===== src/rtl/swin_debounce.sv =====
// Debounced switch bank with a STATE/EDGE/MASK register window on the iomem bus.
// Define SWIN_IRQ_EN to build the EDGE/MASK registers and the irq output.
module swin_debounce_lane #(
  parameter int unsigned DEBOUNCE_CYCLES = 100000,
  parameter int unsigned CW              = 17
) (
  input  logic clk,
  input  logic resetn,
  input  logic raw,
  output logic stable,
  output logic chg
);
  logic          sync1, sync2;
  logic [CW-1:0] cnt;

  // stable flips on the edge where the counter already sits at the limit
  assign chg = (sync2 != stable) && (cnt == CW'(DEBOUNCE_CYCLES - 1));

  always_ff @(posedge clk or negedge resetn) begin
    if (!resetn) begin
      sync1  <= 1'b0;
      sync2  <= 1'b0;
      stable <= 1'b0;
      cnt    <= '0;
    end else begin
      sync1 <= raw;
      sync2 <= sync1;
      if (sync2 == stable) begin
        cnt <= '0;
      end else if (chg) begin
        stable <= sync2;
        cnt    <= '0;
      end else begin
        cnt <= cnt + CW'(1);
      end
    end
  end
endmodule

module swin_debounce #(
  parameter int unsigned WIDTH           = 4,
  parameter int unsigned DEBOUNCE_CYCLES = 100000,
  parameter logic [7:0]  BASE_OFF        = 8'h10
) (
  input  logic             clk,
  input  logic             resetn,
  input  logic [WIDTH-1:0] sw_raw,
  output logic [WIDTH-1:0] sw_stable,
  input  logic             iomem_valid,
  output logic             iomem_ready,
  input  logic [3:0]       iomem_wstrb,
  input  logic [31:0]      iomem_addr,
  input  logic [31:0]      iomem_wdata,
  output logic [31:0]      iomem_rdata,
  output logic             irq
);
  localparam int unsigned CW        = $clog2(DEBOUNCE_CYCLES);
  localparam logic [7:0]  OFF_STATE = BASE_OFF;
  localparam logic [7:0]  OFF_EDGE  = BASE_OFF + 8'd4;
  localparam logic [7:0]  OFF_MASK  = BASE_OFF + 8'd8;

  typedef struct packed {
    logic        valid;
    logic [3:0]  wstrb;
    logic [31:0] addr;
    logic [31:0] wdata;
  } iomem_req_t;

  iomem_req_t       req;
  logic [WIDTH-1:0] chg;
  logic [WIDTH-1:0] edge_rd, mask_rd;
  logic             sel, is_wr, sel_edge, sel_mask;
  logic [31:0]      rd_val;

  assign req = '{valid: iomem_valid, wstrb: iomem_wstrb, addr: iomem_addr, wdata: iomem_wdata};

  for (genvar i = 0; i < WIDTH; i++) begin : g_lane
    swin_debounce_lane #(.DEBOUNCE_CYCLES(DEBOUNCE_CYCLES), .CW(CW)) u_lane (
      .clk    (clk),
      .resetn (resetn),
      .raw    (sw_raw[i]),
      .stable (sw_stable[i]),
      .chg    (chg[i])
    );
  end

  // ready gates selection so each request gets exactly one single-cycle ack
  assign sel      = req.valid && !iomem_ready && (req.addr[31:24] == 8'h03) &&
                    (req.addr[7:0] == OFF_STATE || req.addr[7:0] == OFF_EDGE ||
                     req.addr[7:0] == OFF_MASK);
  assign is_wr    = |req.wstrb;
  assign sel_edge = sel && (req.addr[7:0] == OFF_EDGE);
  assign sel_mask = sel && (req.addr[7:0] == OFF_MASK);

  always_comb begin
    rd_val = 32'h0;
    if (req.addr[7:0] == OFF_STATE)     rd_val = 32'(sw_stable);
    else if (req.addr[7:0] == OFF_EDGE) rd_val = 32'(edge_rd);
    else if (req.addr[7:0] == OFF_MASK) rd_val = 32'(mask_rd);
  end

  always_ff @(posedge clk or negedge resetn) begin
    if (!resetn) begin
      iomem_ready <= 1'b0;
      iomem_rdata <= 32'h0;
    end else begin
      iomem_ready <= sel;
      if (sel) iomem_rdata <= rd_val;
    end
  end

`ifdef SWIN_IRQ_EN
  logic [WIDTH-1:0] edge_q, mask_q, clr, mask_nxt;

  always_comb begin
    clr      = '0;
    mask_nxt = mask_q;
    for (int i = 0; i < WIDTH; i++) begin
      if (i < 8 && sel_edge && is_wr && req.wstrb[0]) clr[i] = req.wdata[i];
      if (sel_mask && req.wstrb[i >> 3]) mask_nxt[i] = req.wdata[i];
    end
  end

  always_ff @(posedge clk or negedge resetn) begin
    if (!resetn) begin
      edge_q <= '0;
      mask_q <= '0;
      irq    <= 1'b0;
    end else begin
      edge_q <= (edge_q & ~clr) | chg;
      mask_q <= mask_nxt;
      irq    <= |(edge_q & mask_q);
    end
  end

  assign edge_rd = edge_q;
  assign mask_rd = mask_q;
`else
  assign edge_rd = '0;
  assign mask_rd = '0;
  assign irq     = 1'b0;
`endif

  logic unused;
  assign unused = &{1'b0, req.addr[23:8], req.wdata, req.wstrb, chg, is_wr, sel_edge, sel_mask};
endmodule


===== config.mk =====
export PLATFORM = sky130hd
export DESIGN_NAME = swin_debounce
export DESIGN_NICKNAME = d
export VERILOG_FILES = /design/src/rtl/swin_debounce.sv
export SDC_FILE = /design/constraint.sdc
export NUM_CORES = 1
export LEC_CHECK = 0
export ABC_AREA = 1
export ABC_CLOCK_PERIOD_IN_PS = 1200
export CORE_MARGIN = 3
export CORE_UTILIZATION = 25
export CTS_CLUSTER_DIAMETER = 80
export CTS_CLUSTER_SIZE = 20
export DETAILED_ROUTE_END_ITERATION = 8
export GPL_TIMING_DRIVEN = 1
export PLACE_DENSITY = 0.55
export SLEW_MARGIN = 20
export SYNTH_ARGS = -nofsm -noshare
export SYNTH_HDL_FRONTEND = slang
export SYNTH_SLANG_ARGS = --single-unit

===== constraint.sdc =====
create_clock -name clk -period 1.2 [get_ports clk]
set_input_delay 0.3 -clock clk [delete_from_list [all_inputs] [get_ports clk]]
set_output_delay 0.3 -clock clk [all_outputs]
set_load 0.005 [all_outputs]

==> metrics.md <==
| Metric | Value |
|---|---|
| Antenna fix cells | `0` |
| Multi-input gate area | `0.00330 sq mm` |
| Layout cells sized above 1 | `0.419` |
| Overall global routing resource usage | `0.118` |
| Starting density of the core | `0.259` |
| Worst vdd ir | `0.623 mV` |
| Setup violators final | `52` |
| Root Buffer | `clkbuf_16` |
| Crit path kind | `flop to flop` |
| Cell accounting for the most synthesized area | `dfrtp_1` |
| EDFF count, synth | `0` |
| Final Total Pwr | `0.00645 W` |
| Outcome | `finished with violations` |
| Synth-to-Final Area Change | `52.1%` |
| Distinct cells, synth | `23` |
| Register area | `0.00215 sq mm` |
| Tmin final | `1.28 ns` |
| Slowest stage cell, crit path | `dfrtp_1` |
| Starting DRT DRC Count | `238` |
| Crit path max fanout | `5` |
| Cts bufs inserted | `9` |
| Switching part of the total | `0.235` |
| Initial antenna violation count | `0` |
| Synth async-reset ratio | `1.00` |
| Die Height | `146 microns` |
| Failing checks | `negative setup slack` |
| Max_cap viols | `0` |
| YS warnings | `0` |
| Commonest cells in the netlist | `nand2_1, nor2_1, dfrtp_1, inv_1, nand3_1` |
| Mapped Area | `0.00493 sq mm` |
| Hold crit path type | `input port to async pin` |
| CTS tree | `done` |
| DR vias | `4536` |
| Max Slew Vio Count | `0` |
| Routed wire per std cell | `12.3 microns` |
| Site Rows | `50` |
| Mean Syn Cell Area | `7.32 sq um` |
| Internal power | `0.00494 W` |
| Met3 WL | `360 microns` |
| Worst EP required | `1.44 ns` |
| Pwr dens | `861 mW/mm^2` |
| Startpoint Class | `flop` |
| Worst Setup End Kind | `flop` |
| Final Hold Fails | `0` |
| Setup TNS | `-2.34 ns` |
| Reg power frac | `0.460` |
| Via density per instance | `4.24` |
| Clk_skew | `0.00579 ns` |
| Highest routed layer | `met4` |
| Leakage | `3.34 nW` |
| Synthesized instance count | `673` |
| Vias in the first global route | `4367` |
| I/O pins | `113` |
| H-tree Lvls | `3` |
| Comb pwr share | `0.085` |
| Die width | `146 microns` |
| Clk pwr share | `0.455` |
| Core ar. | `0.0190 sq mm` |
| Grt total ovfl | `0` |
| Fmax | `779 MHz` |
| Clock Pin Slew Worst Setup and Hold Paths | `0.07 ns` |
| CTS Sinks | `85` |
| Register area share after synthesis | `0.432` |
| Die area | `0.0214 sq mm` |
| Critical path, cell by cell | `ha_4 -> buf_6 -> nand2_4 -> nor2_4 -> nand2_4 -> nor2_1 -> nand2_1 -> nand2_1 -> nor2_1` |
| Routed WL | `13.2 mm` |
| Worst path max stage delay | `0.40 ns` |
| DP HPWL | `8.73 mm` |
| WP data arrival | `1.52 ns` |
| Max clock buf depth | `2` |
| Initial DRT Pass Iterations | `5` |
| Port Buffer Count | `31` |
| Unrepaired setup endpoints after global routing | `true` |
| Met2 wire len | `6.53 mm` |
| FF+latch count, synth | `85` |
| Later-pin clock latency in the skew report | `0.34 ns` |
| Nets | `885` |
| Post-route setup slack | `-0.0839 ns` |
| Largest net degree at the start of global routing | `23` |
| WL met1 | `5.84 mm` |
| Area contributors post-synth | `dfrtp_1, nand2_1, nor2_1, nand3_1, buf_4` |
| Most frequent cell after synthesis | `nand2_1` |
| Fillers | `1894` |
| DRC errors left | `0` |
| Synth top area share | `0.432` |
| Net Sw Power | `0.00151 W` |
| First-pass GRT wire length | `20.9 mm` |
| Top_reg_cell synth | `dfrtp_1` |
| RD Place Congestion | `0.851` |
| DRT antenna net count | `0` |
| Final period util | `1.07` |
==> registers in the layout, summed over array words and instances (netlist names) <==
| register | cells |
|---|---|
| g_lane.u_lane.cnt | 68 |
| iomem_ready | 1 |
| g_lane.u_lane.sync1 | 4 |
| g_lane.u_lane.stable | 4 |
| iomem_rdata | 4 |
| g_lane.u_lane.sync2 | 4 |
==> metal layers <==
| metal | vias to the layer above | track usage |
|---|---|---|
| li1 | 2312 | - |
| met1 | 2122 | 0.151 |
| met2 | 73 | 0.196 |
| met3 | 29 | 0.0217 |
| met4 | 0 | 0.0503 |
| met5 | - | 0 |
==> area by class of cell <==
type                            count  area share
Tap cell                          260      0.0434
Inverter                           72      0.0371
Clock inverter                      4     0.00601
Sequential cell                    85       0.287
Multi-Input combinational cell    511       0.440
Clock buffer                       12      0.0356
Timing Repair Buffer              127       0.151
==> placed cells by master, fill, tap and decap left out, types with 11 or more instances in the layout <==
master,synthesis,routed
dfrtp_2,0,20
nand2_4,0,23
nand4_1,14,14
dfrtp_1,85,65
nor2_2,9,41
nand3_1,57,35
nor2_1,144,77
nor2_4,7,42
buf_4,33,73
inv_1,66,60
buf_6,0,19
xor2_1,17,15
conb_1,1,29
clkdlybuf4s50_1,0,12
nand3_4,0,11
nand2_2,21,37
nand3_2,0,11
nand2_1,164,126
==> per-stage QoR <==
stage	hold slack [ns]	std cells	utilization	setup WS (ns)	area, sq um
finish	0.347	1071	0.394	-0.0839	7490
CTS	0.338	1060	0.355	-0.0805	6750
detailed placement	0.174	1028	0.316	-0.385	6000
global placement	0.171	1028	0.316	-0.361	6000
floorplan	0.00441	701	-	0.00279	5040
global route	0.357	1071	0.394	-0.197	7490
==> final timing paths <==
path / startpoint / end / slack [ns] / depth (start not counted)
max in group asynchronous: resetn / g_lane[2].u_lane.cnt[8] / 0.41 / 3
min reg2reg: g_lane[2].u_lane.sync1 / g_lane[2].u_lane.sync2 / 0.35 / 0
max reg2reg: g_lane[3].u_lane.cnt[0] / g_lane[3].u_lane.cnt[10] / -0.08 / 9
min in group clk: g_lane[2].u_lane.sync1 / g_lane[2].u_lane.sync2 / 0.35 / 0
max: g_lane[3].u_lane.cnt[0] / g_lane[3].u_lane.cnt[10] / -0.08 / 9
min: resetn / g_lane[0].u_lane.cnt[8] / 0.35 / 2
==> cells by family (layout without fill, tap and decap cells) <==
| group | Yosys count | after routing | synth area share |
|---|---|---|---|
| other cells | 1 | 29 | 0.000761 |
| xor+xnor | 20 | 20 | 0.0356 |
| compound gates | 28 | 28 | 0.0350 |
| simple gates | 426 | 430 | 0.378 |
| flops | 85 | 85 | 0.432 |
| buf+inv | 109 | 215 | 0.109 |
| fa+ha+maj | 4 | 4 | 0.0102 |
==> worst max-delay path: cells and delay by family, from the launching register on <==
family        cells  cell delay (ns)
simple gates      7             0.51
fa+ha+maj         1             0.18
buf+inv           1             0.10
flops             1             0.40
==> power groups by stage <==
stage | Combinational, W | Clock, W | Sequential (W)
2_1_floorplan | 0.000202 | 0 | 0.00299
3_3_place_gp | 0.000389 | 0 | 0.00299
3_5_place_dp | 0.000392 | 0 | 0.00300
4_1_cts | 0.000463 | 0.00302 | 0.00296
5_1_grt | 0.000607 | 0.00313 | 0.00297
6_report | 0.000550 | 0.00293 | 0.00297
==> repair_timing <==
item,in CTS,in global routing
setup endpoints to repair,72,81
buffers inserted,11,14
cloned,4,0
hold endpoints to repair,8,0
hold buffers,1,0
pin swaps,60,86
gates resized for setup,128,188
Power figures use the tool's default switching activity.
